File: config.mk
export PLATFORM = sky130hd
export DESIGN_NAME = instr_encoder
export DESIGN_NICKNAME = d
export VERILOG_FILES = /design/src/rtl/instr_encoder_pkg.sv /design/src/rtl/instr_encoder_imm_packer.sv /design/src/rtl/instr_encoder.sv
export SDC_FILE = /design/constraint.sdc
export NUM_CORES = 1
export LEC_CHECK = 0
export ABC_AREA = 1
export BUFFER_PORTS_ARGS = -buffer_cell sky130_fd_sc_hd__buf_2
export CAP_MARGIN = 0
export CELL_PAD_IN_SITES_DETAIL_PLACEMENT = 1
export CELL_PAD_IN_SITES_GLOBAL_PLACEMENT = 1
export CORE_MARGIN = 2
export CORE_UTILIZATION = 39
export CTS_BUF_LIST = sky130_fd_sc_hd__clkbuf_4 sky130_fd_sc_hd__clkbuf_8
export CTS_CLUSTER_SIZE = 10
export DETAILED_ROUTE_END_ITERATION = 7
export PLACE_DENSITY = 0.79
export SKIP_LAST_GASP = 1
export SYNTH_ARGS = -nofsm -noshare
export SYNTH_HDL_FRONTEND = slang
export SYNTH_SLANG_ARGS = --single-unit
File: constraint.sdc
create_clock -name clk -period 2 [get_ports clk]
set_clock_uncertainty 0.1 [all_clocks]
set_input_delay 0.1 -clock clk [delete_from_list [all_inputs] [get_ports clk]]
set_output_delay 0.1 -clock clk [all_outputs]
set_load 0.005 [all_outputs]
File: src/rtl/instr_encoder_pkg.sv
// RV32I opcode constants, encoding-format enum and opcode-to-format decode
// shared by the instruction encoder files.
package instr_encoder_pkg;

  localparam logic [6:0] OPC_LOAD   = 7'b0000011;
  localparam logic [6:0] OPC_ITYPE  = 7'b0010011;
  localparam logic [6:0] OPC_AUIPC  = 7'b0010111;
  localparam logic [6:0] OPC_STORE  = 7'b0100011;
  localparam logic [6:0] OPC_OP     = 7'b0110011;
  localparam logic [6:0] OPC_LUI    = 7'b0110111;
  localparam logic [6:0] OPC_BRANCH = 7'b1100011;
  localparam logic [6:0] OPC_JALR   = 7'b1100111;
  localparam logic [6:0] OPC_JAL    = 7'b1101111;

  localparam logic [31:0] NOP_INSTR = 32'h0000_0013;

  typedef enum logic [2:0] {
    FMT_R   = 3'd0,
    FMT_I   = 3'd1,
    FMT_S   = 3'd2,
    FMT_B   = 3'd3,
    FMT_U   = 3'd4,
    FMT_J   = 3'd5,
    FMT_BAD = 3'd6
  } fmt_e;

  function automatic fmt_e opc_to_fmt(input logic [6:0] opc);
    fmt_e f;
    case (opc)
      OPC_LOAD, OPC_ITYPE, OPC_JALR: f = FMT_I;
      OPC_STORE:                     f = FMT_S;
      OPC_BRANCH:                    f = FMT_B;
      OPC_LUI, OPC_AUIPC:            f = FMT_U;
      OPC_JAL:                       f = FMT_J;
      OPC_OP:                        f = FMT_R;
      default:                       f = FMT_BAD;
    endcase
    return f;
  endfunction

endpackage

File: src/rtl/instr_encoder_imm_packer.sv
// Combinational field packer: builds the 32-bit word for a given format and
// flags out-of-range immediates when INSTR_ENC_RANGECHK_EN is defined.
module imm_packer
  import instr_encoder_pkg::*;
(
  input  logic [6:0]  opcode_i,
  input  logic [4:0]  rd_i,
  input  logic [4:0]  rs1_i,
  input  logic [4:0]  rs2_i,
  input  logic [2:0]  funct3_i,
  input  logic [6:0]  funct7_i,
  input  logic [31:0] imm_i,
  input  fmt_e        fmt_i,
  output logic [31:0] instr_o,
  output logic        range_err_o
);

  always_comb begin
    instr_o = NOP_INSTR;
    case (fmt_i)
      FMT_R: instr_o = {funct7_i, rs2_i, rs1_i, funct3_i, rd_i, opcode_i};
      FMT_I: instr_o = {imm_i[11:0], rs1_i, funct3_i, rd_i, opcode_i};
      FMT_S: instr_o = {imm_i[11:5], rs2_i, rs1_i, funct3_i, imm_i[4:0], opcode_i};
      FMT_B: instr_o = {imm_i[12], imm_i[10:5], rs2_i, rs1_i, funct3_i,
                        imm_i[4:1], imm_i[11], opcode_i};
      FMT_U: instr_o = {imm_i[31:12], rd_i, opcode_i};
      FMT_J: instr_o = {imm_i[20], imm_i[10:1], imm_i[11], imm_i[19:12], rd_i, opcode_i};
      default: instr_o = NOP_INSTR;
    endcase
  end

`ifdef INSTR_ENC_RANGECHK_EN
  // Sign-extension check: the bits above the field width must all match.
  logic ext_i_ok, ext_b_ok, ext_j_ok;
  assign ext_i_ok = (&imm_i[31:11]) | ~(|imm_i[31:11]);
  assign ext_b_ok = (&imm_i[31:12]) | ~(|imm_i[31:12]);
  assign ext_j_ok = (&imm_i[31:20]) | ~(|imm_i[31:20]);

  always_comb begin
    range_err_o = 1'b0;
    case (fmt_i)
      FMT_I, FMT_S: range_err_o = !ext_i_ok;
      FMT_B:        range_err_o = imm_i[0] | !ext_b_ok;
      FMT_J:        range_err_o = imm_i[0] | !ext_j_ok;
      FMT_U:        range_err_o = |imm_i[11:0];
      default:      range_err_o = 1'b0;
    endcase
  end
`else
  logic unused_imm0;
  assign unused_imm0 = imm_i[0];
  assign range_err_o = 1'b0;
`endif

endmodule

File: src/rtl/instr_encoder.sv
// Streaming RV32I encoder: format decode, main+skid output buffer, counters.
// Optional immediate range checking is enabled with INSTR_ENC_RANGECHK_EN.
module instr_encoder
  import instr_encoder_pkg::*;
(
  input  logic        clk,
  input  logic        rst_n,
  input  logic        in_valid,
  output logic        in_ready,
  input  logic [6:0]  in_opcode,
  input  logic [4:0]  in_rd,
  input  logic [4:0]  in_rs1,
  input  logic [4:0]  in_rs2,
  input  logic [2:0]  in_funct3,
  input  logic [6:0]  in_funct7,
  input  logic [31:0] in_imm,
  output logic        out_valid,
  input  logic        out_ready,
  output logic [31:0] out_instr,
  output logic        out_err,
  output logic [15:0] enc_count,
  output logic [7:0]  err_count
);

  // Handshake: a beat transfers on a side in any cycle where valid & ready
  // are both high at the rising edge; valid never depends on ready.

  fmt_e        fmt;
  logic [31:0] enc_instr;
  logic        enc_range_err;
  logic        enc_err;

  assign fmt = opc_to_fmt(in_opcode);

  imm_packer u_packer (
    .opcode_i    (in_opcode),
    .rd_i        (in_rd),
    .rs1_i       (in_rs1),
    .rs2_i       (in_rs2),
    .funct3_i    (in_funct3),
    .funct7_i    (in_funct7),
    .imm_i       (in_imm),
    .fmt_i       (fmt),
    .instr_o     (enc_instr),
    .range_err_o (enc_range_err)
  );

  assign enc_err = (fmt == FMT_BAD) | enc_range_err;

  logic        main_valid_q, main_valid_d;
  logic [31:0] main_instr_q, main_instr_d;
  logic        main_err_q,   main_err_d;
  logic        skid_valid_q, skid_valid_d;
  logic [31:0] skid_instr_q, skid_instr_d;
  logic        skid_err_q,   skid_err_d;
  logic [15:0] enc_count_q,  enc_count_d;
  logic [7:0]  err_count_q,  err_count_d;

  logic accept;
  logic out_fire;

  assign in_ready  = !skid_valid_q;
  assign accept    = in_valid & in_ready;
  assign out_fire  = main_valid_q & out_ready;

  always_comb begin
    main_valid_d = main_valid_q;
    main_instr_d = main_instr_q;
    main_err_d   = main_err_q;
    skid_valid_d = skid_valid_q;
    skid_instr_d = skid_instr_q;
    skid_err_d   = skid_err_q;

    if (out_fire) begin
      if (skid_valid_q) begin
        // Skid full implies no accept this cycle; promote it to main.
        main_valid_d = 1'b1;
        main_instr_d = skid_instr_q;
        main_err_d   = skid_err_q;
        skid_valid_d = 1'b0;
      end else if (accept) begin
        main_valid_d = 1'b1;
        main_instr_d = enc_instr;
        main_err_d   = enc_err;
      end else begin
        main_valid_d = 1'b0;
      end
    end else if (accept) begin
      if (!main_valid_q) begin
        main_valid_d = 1'b1;
        main_instr_d = enc_instr;
        main_err_d   = enc_err;
      end else begin
        skid_valid_d = 1'b1;
        skid_instr_d = enc_instr;
        skid_err_d   = enc_err;
      end
    end

    enc_count_d = enc_count_q;
    err_count_d = err_count_q;
    if (out_fire) begin
      enc_count_d = enc_count_q + 16'd1;
      if (main_err_q && (err_count_q != 8'hFF)) begin
        err_count_d = err_count_q + 8'd1;
      end
    end
  end

  always_ff @(posedge clk or negedge rst_n) begin
    if (!rst_n) begin
      main_valid_q <= 1'b0;
      main_instr_q <= 32'h0;
      main_err_q   <= 1'b0;
      skid_valid_q <= 1'b0;
      skid_instr_q <= 32'h0;
      skid_err_q   <= 1'b0;
      enc_count_q  <= 16'h0;
      err_count_q  <= 8'h0;
    end else begin
      main_valid_q <= main_valid_d;
      main_instr_q <= main_instr_d;
      main_err_q   <= main_err_d;
      skid_valid_q <= skid_valid_d;
      skid_instr_q <= skid_instr_d;
      skid_err_q   <= skid_err_d;
      enc_count_q  <= enc_count_d;
      err_count_q  <= err_count_d;
    end
  end

  assign out_valid = main_valid_q;
  assign out_instr = main_instr_q;
  assign out_err   = main_err_q;
  assign enc_count = enc_count_q;
  assign err_count = err_count_q;

endmodule

* Word-level counts from Yosys, hierarchy flattened
Cells that the tools add are included.
** Storage, ports and cells
- Register bits after elaboration :: 92
- Input port bits :: 68
- Output and inout port bits :: 59
- Logic and storage cells :: 61
** Cells by class
- Add/subtract/negate cells :: 2
- Equal/unequal tests :: 17
- Multiplexer cells :: 19
- Bitwise gates (word level) :: 3
- Reduce and logical (&&, ||, !) cells :: 12
** Operators by type and width (number)
- $pmux W32 S6 :: 1
- $mux W32 :: 5
- $eq A7 B6 Y1 const B :: 3
- $eq A7 B7 Y1 const B :: 3
- $pmux W3 S6 :: 1
- $add A16 B1 Y16 const B :: 1
- $eq A7 B5 Y1 const B :: 2
- $mux W1 :: 12
- $eq A3 B3 Y1 const B :: 3
- $add A8 B1 Y8 const B :: 1
- $ne A8 B8 Y1 const B :: 1
- $eq A7 B2 Y1 const B :: 1
- $eq A3 B2 Y1 const B :: 2
- $reduce_and A3 Y1 :: 2
- $reduce_bool A2 Y1 :: 3
- $reduce_and A2 Y1 :: 2
- $eq A3 B1 Y1 const B :: 1
- $logic_not A3 Y1 :: 1
- $reduce_or A3 Y1 :: 1
- $and A1 B1 Y1 :: 2
- $ne A2 B1 Y1 const B :: 1
- $reduce_or A2 Y1 :: 1
- $logic_and A1 B1 Y1 :: 1
- $logic_not A1 Y1 :: 1
- $not A1 Y1 :: 1

* Longest topological paths before layout
Gate-level depths: netlist of the first run.
- Depth after elaboration :: 8
- Mapped depth :: 14
- Mapped depth without buffers :: 14

* Hierarchy
From an unflattened synthesis of the first run, not the netlist that was laid out.
** Second synthesis, totals
- Cell total of the unflattened synthesis :: 638
- Area, all modules :: 4808.4 um2
** By module, submodules not included
- instr_encoder :: times used 1, cells each 510, area an instance 4220.3 um2, sequential area each 2302.2 um2
- imm_packer :: times used 1, cells each 128, area an instance 588.1 um2, sequential area each 0.0 um2

* Worst setup path after synthesis of the first run
No wires, ideal clock.
- Path type :: reg-to-reg
- Start :: register err_count_q[0] (netlist: err_count[0])
- End :: register err_count_q[7] (netlist: err_count[7])
- Library setup time :: 0.079 ns
- Data arrival time :: 1.498 ns
- Required time :: 1.821 ns
- Slack :: 0.323 ns
- Stages on the path, launching flop included :: 10
- Buffers on the path :: 0
- Clock period less this slack :: 1.677 ns
- Cell sequence :: dfrtp_1 -> ha_1 -> nand3_1 -> nor2_1 -> nand4_1 -> nand3_1 -> nor2_1 -> nand3_1 -> nor2_1 -> xor2_1
** On the way
- Word-level cells in the longest chain between the ends :: 3
- Elaborated cells on any way between the ends :: 4
- Those cells by class :: 1 x add/sub; 1 x eq/ne; 2 x reduce/logical
** Ends and longest elaborated chain
- start, declared :: RTL line instr_encoder.sv:57 : logic [7:0] err_count_q, err_count_d;
- start signal, assigned :: RTL line instr_encoder.sv:128 : err_count_q <= err_count_d;
- branches (longest 3 deep; another with $add A8 B1 Y8)
Parallel ways; which one is timed is not known.
A chain may end at the register's enable or synchronous reset.

* Final worst setup path of the first run
Same ends and word-level chain as after synthesis.

==> flow_summary_export.csv, run 1 <==
group,metric,value,unit
job,cap_violations,0,
setup_path,slowest_stage,"dfrtp_1",
power,p_leak,3.10,nW
logic_synthesis,syn_inst,539,
timing,holdWs,9.64,ps
logic_synthesis,synth_area_leader_cell,"dfrtp_1",
route,drc_errors,0,
setup_path,crit_family,"simple AND/OR/NAND/NOR gates",
grt,grt_pass1_vias,4633,
clock_tree,cts_sinks,92,
grt,grt_overflow,0,
grt,grt_max_degree,93,
setup_path,slowest_delay,410,ps
power,vdd.ir_drop.worst,620,uV
setup_path,worstPathRequired,2180,ps
power,p_int,3.88,mW
setup_path,crit_buf_inv,0,
floorplanning,row_count,39,
timing,setup_slack,127,ps
timing,setup_viol,0,
logic_synthesis,async_flop_share,1.00,
logic_synthesis,synth_seq_cells,92,
cells_and_area,final_area,5900,sq um
route,via_per_inst,5.08,
cells_and_area,final_common_cell,"nand2_1",
timing,final_max_slew_viol_count,0,
power,p_comb_frac,0.334,
logic_synthesis,synth_seq_area_share,0.508,
timing,fmax,0.534,GHz
route,vias,4311,
setup_path,path_max_fanout,4,
power,power_frac_seq,0.450,
route,drtPass1Iterations,4,
clock_tree,clkSlewWorstSetupHoldPaths,90,ps
clock_tree,cts_buffers,9,
clock_tree,cts_tree,"done",
route,drtIter0Drc,175,
setup_path,critPathLaunchType,"flop",
power,sw_frac_of_total,0.360,
timing,min_period,1870,ps
setup_path,worstPathCellList,"ha_1 -> nand3_1 -> nor2_1 -> nand4_1 -> nand3_2 -> nor2_2 -> nand3_1 -> nor2_2 -> xor2_1",
place,routabilityCongestion,0.950,
logic_synthesis,ys.flop_type,"dfrtp_1",
clock_tree,cts-root-buf,"clkbuf_8",
outcome,status,"finished, final reports clean",
grt,grt_usage,0.230,
logic_synthesis,synth_edf_count,0,
floorplanning,ios,127,
power,p_switching,2.18,mW
logic_synthesis,syn_avg_cell_area,8.40,sq um
timing,finalCritPeriodShare,0.937,
cells_and_area,num-nets-final,770,
cells_and_area,drive_above_1_share,0.292,
logic_synthesis,synthTopCellsByArea,"dfrtp_1, nand2_1, o21ai_0",
logic_synthesis,yosysTopAreaCellShare,0.508,
floorplanning,core,11400,sq um
cells_and_area,syn_to_final_growth,30.2,%
clock_tree,clockBufferDepth,2,
logic_synthesis,ys_types,34,
cells_and_area,layout_common_cells,"nand2_1, buf_2, dfrtp_1",
clock_tree,htreeDepth,3,
power,clkPwrFrac,0.216,
grt,grt_pass1_wl,22900,um
route,antenna_left,0,
place,portBuffers,126,
logic_synthesis,synth_nets,609,
route,wl,13800,um
cells_and_area,postLayoutCoreUtil,0.519,
setup_path,crit_type,"flop to flop",
logic_synthesis,netlist_area,4530,sq um
timing,worst_slew_pin_slew,598,ps
power,total_power,6.07,mW
grt,antenna_found_initial,0,
power,p_per_area,1030,nW/um^2
floorplanning,initial_core_util,0.398,
floorplanning,die_width,112,um
logic_synthesis,ys_warn_count,0,
floorplanning,die_y,112,um
place,hpwlAfterDp,9720,um
clock_tree,insertion_delay,370,ps
timing,finalHoldViolCount,0,
place,dpl-instance-area,5390,sq um
place,dp_slack,-27.7,ps
setup_path,worstSetupEndpointType,"flop",
timing,maxSlewHeadroom,0.601,
setup_path,critPathArrivalTime,2050,ps
route,wl_per_cell,16.3,um
hold_path,min_path_type,"primary input to flop",
floorplanning,die_area,12500,sq um
-- synthesized netlist by cell type, types with 8 or more instances --
library cell  instances
nand2_1             157
dfrtp_1              92
inv_1                45
o21ai_0              45
a21oi_1              23
nor2_1               23
o21ai_1              22
nand3_1              16
xor2_1               14
nand4_1              12
clkbuf_1             11
nand2_2              10
a22o_1                9
nor2_2                8
xnor2_1               8
-- power by group through the flow --
stage,sequential (mW),clock (mW),combinational (mW)
2_1_floorplan,2.74,0,0.976
5_1_grt,2.79,1.43,2.28
3_3_place_gp,2.74,0,1.85
4_1_cts,2.75,1.35,1.99
3_5_place_dp,2.78,0,1.93
6_report,2.73,1.31,2.03
-- metrics by stage --
stage	std cells	setup TNS (ps)
after floorplan	539	0
final	849	0
after CTS	845	0
after global routing	848	-4.37
after detailed placement	802	-27.7
after global placement	802	0
-- cells by family after synthesis --
logic type               after synthesis  synth area share
AO/OA/AOI/OAI                        107             0.131
adder cells (fa/ha/maj)                2           0.00552
buffers and inverters                 71            0.0622
multiplexers                           1           0.00249
XOR/XNOR                              22            0.0425
AND/OR/NAND/NOR                      244             0.248
flip-flops                            92             0.508
-- state kept, by name, summed over array words and instances, names as in the netlist --
| signal | count |
|---|---|
| out_instr | 32 |
| skid_instr_q | 32 |
| enc_count | 16 |
| err_count | 8 |
| out_err | 1 |
| out_valid | 1 |
| skid_err_q | 1 |
| skid_valid_q | 1 |
-- cell type report --
cell class | instances | area, sq um
clock inverter | 4 | 48.8
inverter | 50 | 188
sequential | 92 | 2300
multi-input combinational | 376 | 1960
fill | 1426 | 5470
tap | 143 | 179
clock buffer | 12 | 153
antenna | 1 | 2.50
timing repair buffer | 171 | 1060
-- per-layer routing --
layer | wire [um] | up-vias | track usage
li1 | - | 2061 | -
met1 | 6300 | 2112 | 0.304
met2 | 6650 | 120 | 0.388
met3 | 604 | 18 | 0.0321
met4 | 250 | 0 | 0.0807
met5 | 0 | - | 0
-- worst paths after layout --
kind,startpoint,to,slack (ps),cells past startpoint
max,err_count[0],err_count[7],130,9
min,in_rs2[0],skid_instr_q[20],10,5
max reg2reg,err_count[0],err_count[7],130,9
min reg2reg,skid_instr_q[0],skid_instr_q[0],370,1
max in group asynchronous,rst_n,out_instr[11],1210,3
min in group asynchronous,rst_n,err_count[6],210,3
-- worst register-to-register path: stages (launching register included) --
cell	delay, ps
dfrtp_1	410
ha_1	230
nand3_1	120
nor2_1	60
nand4_1	100
nand3_2	150
nor2_2	160
nand3_1	140
nor2_2	130
xor2_1	190
-- what timing repair did --
item	CTS	global route
hold buffers	27	0
buffers inserted	0	3
endpoints found under the setup margin	1	1
resized for setup	2	1
endpoints found under the hold margin	115	0
pin swaps	0	1
Power figures use the tool's default switching activity.
==> inputs of run 2 (changes only) <==
BUFFER_PORTS_ARGS = unset   (was -buffer_cell sky130_fd_sc_hd__buf_2)
CORE_UTILIZATION = 48   (was 39)
DONT_BUFFER_PORTS = 1   (was unset)
PLACE_DENSITY = 0.8   (was 0.79)
==> run 2 against run 1 <==
The flow now finishes with violations (negative hold slack). Die area is 18% lower. Non-clock buffer count is 96 lower. Sequential power is 6% higher. Critical endpoint is now out_instr[29]. Largest power group unchanged.
==> flow_summary_export.csv, run 2 (synthesized netlist as in run 1, its figures left out) <==
group,metric,value,unit
cells_and_area,layout_common_cells,"nand2_1, dfrtp_1, dlygate4sd3_1",
place,routabilityCongestion,0.870,
power,p_leak,2.67,nW
timing,fmax,0.518,GHz
clock_tree,cts-root-buf,"clkbuf_8",
timing,maxSlewHeadroom,0.650,
setup_path,critPathArrivalTime,2070,ps
place,portBuffers,0,
route,antenna_left,0,
clock_tree,clockBufferDepth,2,
setup_path,worstPathRequired,2140,ps
floorplanning,die_y,101,um
setup_path,critPathLaunchType,"primary input",
place,hpwlAfterDp,8630,um
clock_tree,clkSlewWorstSetupHoldPaths,100,ps
timing,final_max_slew_viol_count,0,
place,dp_slack,-30.3,ps
timing,finalHoldViolCount,92,
hold_path,min_path_type,"primary input to async pin",
grt,grt_usage,0.284,
route,drtPass1Iterations,4,
floorplanning,die_area,10200,sq um
outcome,violations,"negative hold slack",
power,p_per_area,1010,nW/um^2
power,power_frac_seq,0.511,
floorplanning,initial_core_util,0.493,
power,p_comb_frac,0.266,
route,wl,14100,um
clock_tree,insertion_delay,360,ps
floorplanning,die_width,101,um
power,p_switching,2.10,mW
floorplanning,row_count,35,
clock_tree,cts_sinks,92,
cells_and_area,drive_above_1_share,0.126,
cells_and_area,final_common_cell,"nand2_1",
power,vdd.ir_drop.worst,560,uV
timing,finalCritPeriodShare,0.964,
job,cap_violations,0,
route,drc_errors,0,
power,sw_frac_of_total,0.372,
timing,setup_slack,71.2,ps
grt,antenna_found_initial,1,
outcome,status,"finished, violations left",
route,vias,4101,
timing,worst_slew_pin_slew,526,ps
setup_path,regToRegSetupSlack,140,ps
cells_and_area,syn_to_final_growth,23.0,%
power,p_int,3.54,mW
route,drtIter0Drc,154,
route,via_per_inst,5.69,
timing,holdWs,-679,ps
cells_and_area,num-nets-final,674,
timing,setup_viol,0,
route,wl_per_cell,19.6,um
cells_and_area,fill_cells,1108,
floorplanning,ios,127,
grt,grt_overflow,0,
setup_path,path_max_fanout,6,
grt,grt_max_degree,93,
timing,min_period,1930,ps
power,total_power,5.65,mW
clock_tree,cts_tree,"done",
grt,grt_pass1_vias,4386,
setup_path,worstSetupEndpointType,"flop",
clock_tree,ctsHoldBuffers,62,
clock_tree,htreeDepth,3,
timing,rsz0062_at_grt,"true",
power,clkPwrFrac,0.223,
floorplanning,core,9200,sq um
setup_path,crit_type,"primary input to flop",
clock_tree,cts_buffers,9,
grt,grt_pass1_wl,22300,um
==> run 2: cell types whose count changed in the layout (fill, tap and decap cells not counted), sizes merged <==
cell / previous run / this run
clkinvlp: 0 / 2
clkinv: 3 / 4
buf: 144 / 13
clkbuf: 12 / 9
dlygate4sd3: 27 / 62
==> run 2: cell type report <==
cell class	count	area, sq um	share of cell area
clock inverter	7	66.3	0.0119
tap	111	139	0.0249
antenna	1	2.50	0.000449
multi-input combinational	376	1980	0.356
clock buffer	9	124	0.0222
sequential	92	2300	0.413
inverter	50	196	0.0353
timing repair buffer	75	756	0.136
==> run 2: path summary, 6_finish.rpt <==
check / startpoint / endpoint / cells after the start
setup / recovery: in_opcode[4] / out_instr[29] / 12
hold / removal: rst_n / err_count[6] / 0
setup reg to reg: out_valid / skid_err_q / 7
hold reg to reg: skid_instr_q[0] / skid_instr_q[0] / 1
max in group asynchronous: rst_n / enc_count[8] / 0
min in group clk: in_opcode[3] / skid_instr_q[2] / 5
==> run 2: power groups by stage <==
stage                     Sequential [mW]  Clock [mW]  Combinational, mW
after floorplan                      2.74           0              0.976
after global placement               2.88           0               1.23
after detailed placement             2.90           0               1.31
after CTS                            2.87        1.28               1.43
after global routing                 2.95        1.35               1.70
final                                2.89        1.26               1.50
==> run 2: through the flow <==
| step | hold WS, ps | instances | instance area, sq um | utilization | TNS [ps] |
|---|---|---|---|---|---|
| after CTS | -692 | 716 | 5490 | 0.597 | 0 |
| after floorplan | -296 | 539 | 4530 | - | 0 |
| final | -679 | 721 | 5570 | 0.606 | 0 |
| after global routing | -702 | 721 | 5570 | 0.606 | -61.2 |
| after global placement | -293 | 638 | 4670 | 0.508 | 0 |
| after detailed placement | -294 | 638 | 4670 | 0.508 | -30.3 |
==> run 2: timing repair <==
item / in CTS / in global routing
endpoints found under the hold margin: 153 / 92
buffers inserted: 0 / 4
gates resized for setup: 2 / 9
pin swaps: 0 / 2
setup endpoints to repair: 1 / 34
==> run 2: worst max-delay path: stages <==
cell	delay, ps
dlygate4sd3_1	530
inv_1	80
nand2_2	110
nor2_4	50
nand2_2	110
inv_1	110
nor2_2	280
nand2_2	180
nand2_1	110
nand3_1	100
o21ai_1	190
nand2_1	100
==> run 2: metal layers <==
metal / share of wire / track usage
met1: 0.39 / 0.339
met4: 0.032 / 0.131
met5: 0 / 0
met2: 0.51 / 0.485
met3: 0.062 / 0.0676
==> inputs of run 3 (changes only) <==
CORE_UTILIZATION = 25   (was 48)
PLACE_DENSITY = 0.46   (was 0.8)
==> run 3 against run 2 <==
The run still ends with negative hold slack left. Register-to-register slack better by 20 ps. Worst setup slack better by 28 ps. Utilization down 29 points. Clock power about the same. Clock-buffer cell count unchanged. Cell count up 17%. Hold slack worse by 20 ps. Die area up 88%. Fmax up 1.5%. Sequential power about the same. Sequential share of layout area down 1.1 points. Critical path type unchanged.
==> flow_summary_export.csv, run 3 (synthesized netlist as in run 1, its figures left out) <==
group,metric,value,unit
clock_tree,htreeDepth,3,
floorplanning,row_count,49,
route,wl,14800,um
setup_path,crit_type,"primary input to flop",
timing,maxSlewHeadroom,0.667,
cells_and_area,fill_cells,2071,
cells_and_area,num-nets-final,678,
setup_path,crit_start,"in_opcode[4]",
outcome,violations,"negative hold slack",
timing,min_period,1900,ps
timing,setup_viol,0,
timing,finalSetupTns,0,ps
place,portBuffers,0,
floorplanning,die_width,139,um
cells_and_area,layout_common_cells,"nand2_1, dfrtp_1, dlygate4sd3_1",
floorplanning,die_y,139,um
route,drtPass1Iterations,4,
route,vias,3939,
timing,holdWs,-698,ps
floorplanning,initial_core_util,0.254,
setup_path,critPathArrivalTime,2120,ps
timing,finalCritPeriodShare,0.950,
clock_tree,insertion_delay,380,ps
power,power_frac_seq,0.517,
grt,grt_pass1_wl,23800,um
cells_and_area,multi_input_area,1970,sq um
grt,antenna_found_initial,0,
cells_and_area,postLayoutCoreUtil,0.320,
cells_and_area,antenna_cells,0,
cells_and_area,final_area,5720,sq um
grt,grt_pass1_vias,4184,
timing,worst_slew_pin_slew,498,ps
clock_tree,ctsHoldBuffers,62,
place,routabilityCongestion,0.856,
power,p_int,3.44,mW
floorplanning,die_area,19200,sq um
timing,final_max_slew_viol_count,0,
route,wl_per_cell,17.6,um
cells_and_area,drive_above_1_share,0.132,
outcome,status,"finished, violations left",
power,sw_frac_of_total,0.383,
route,antenna_left,0,
grt,grt_usage,0.157,
power,clkPwrFrac,0.222,
power,p_comb_frac,0.261,
clock_tree,cts_sinks,92,
clock_tree,cts-root-buf,"clkbuf_8",
place,place_inst,760,
setup_path,path_max_fanout,4,
place,dpl-instance-area,4850,sq um
job,cap_violations,0,
power,p_switching,2.13,mW
timing,finalHoldViolCount,92,
floorplanning,ios,127,
clock_tree,cts_tree,"done",
route,via_per_inst,4.68,
cells_and_area,layout.cells.non_filler,842,
setup_path,reg2reg_from,"err_count[0]",
grt,grt_max_degree,93,
power,total_power,5.57,mW
setup_path,worstPathRequired,2220,ps
floorplanning,core,17800,sq um
cells_and_area,seq_area,2300,sq um
power,p_leak,2.66,nW
cells_and_area,syn_to_final_growth,26.2,%
setup_path,critPathLaunchType,"primary input",
power,vdd.ir_drop.worst,425,uV
cells_and_area,final_common_cell,"nand2_1",
hold_path,min_path_type,"primary input to async pin",
route,drtIter0Drc,178,
clock_tree,clkSlewWorstSetupHoldPaths,100,ps
timing,rsz0062_at_grt,"true",
place,hpwlAfterDp,10200,um
clock_tree,cts_buffers,9,
timing,fmax,0.526,GHz
route,drc_errors,0,
grt,grt_overflow,0,
setup_path,worstSetupEndpointType,"flop",
clock_tree,clockBufferDepth,2,
power,p_per_area,974,nW/um^2
[run 3: worst paths after layout]
path / endpoint / slack, ps / cells past startpoint
setup / recovery: out_instr[20] / 100 / 11
hold / removal: out_instr[17] / -700 / 0
setup reg to reg: err_count[7] / 160 / 9
hold reg to reg: skid_instr_q[0] / 370 / 1
max in group asynchronous: skid_instr_q[6] / 2370 / 0
min in group clk: skid_instr_q[8] / 40 / 4
[run 3: area by class of cell]
class | count | area share
Timing Repair Buffer | 79 | 0.137
Sequential cell | 92 | 0.403
Multi-Input combinational cell | 376 | 0.344
Clock buffer | 9 | 0.0217
Inverter | 50 | 0.0339
Tap cell | 229 | 0.0501
Clock inverter | 7 | 0.0101
[run 3: worst max-delay path, stage by stage]
cell and delay (ps):
dlygate4sd3_1 530, inv_1 100, nand2_2 100, nor2_4 120, nand2_2 130, inv_4 110
nand2_1 50, nand4_1 90, dlygate4sd3_1 590, nor2_1 60, o21ai_1 130
[run 3: power by group through the flow]
stage	registers (mW)	logic [mW]	clock network, mW
after CTS	2.90	1.49	1.31
after floorplan	2.74	0.976	0
after detailed placement	2.94	1.37	0
final	2.88	1.45	1.24
after global routing	2.97	1.68	1.38
after global placement	2.93	1.32	0
[run 3: through the flow]
stage | setup WS, ps | hold slack [ps]
global route | -42.2 | -732
finish | 99.6 | -698
global placement | 156 | -290
CTS | 3.24 | -734
detailed placement | 84.8 | -292
floorplan | 323 | -296
[run 3: what timing repair did]
item | CTS | global route
gates resized for setup | 0 | 7
hold endpoints to repair | 154 | 92
setup buffers | 0 | 4
setup endpoints to repair | 0 | 8
[run 3: per-layer routing]
metal	routed length, um	up-vias	GRT usage	share of wire
li1	-	1875	-	-
met1	6930	1937	0.211	0.47
met2	6630	110	0.244	0.45
met3	951	17	0.0466	0.064
met4	276	0	0.0516	0.019
met5	0	-	0	0
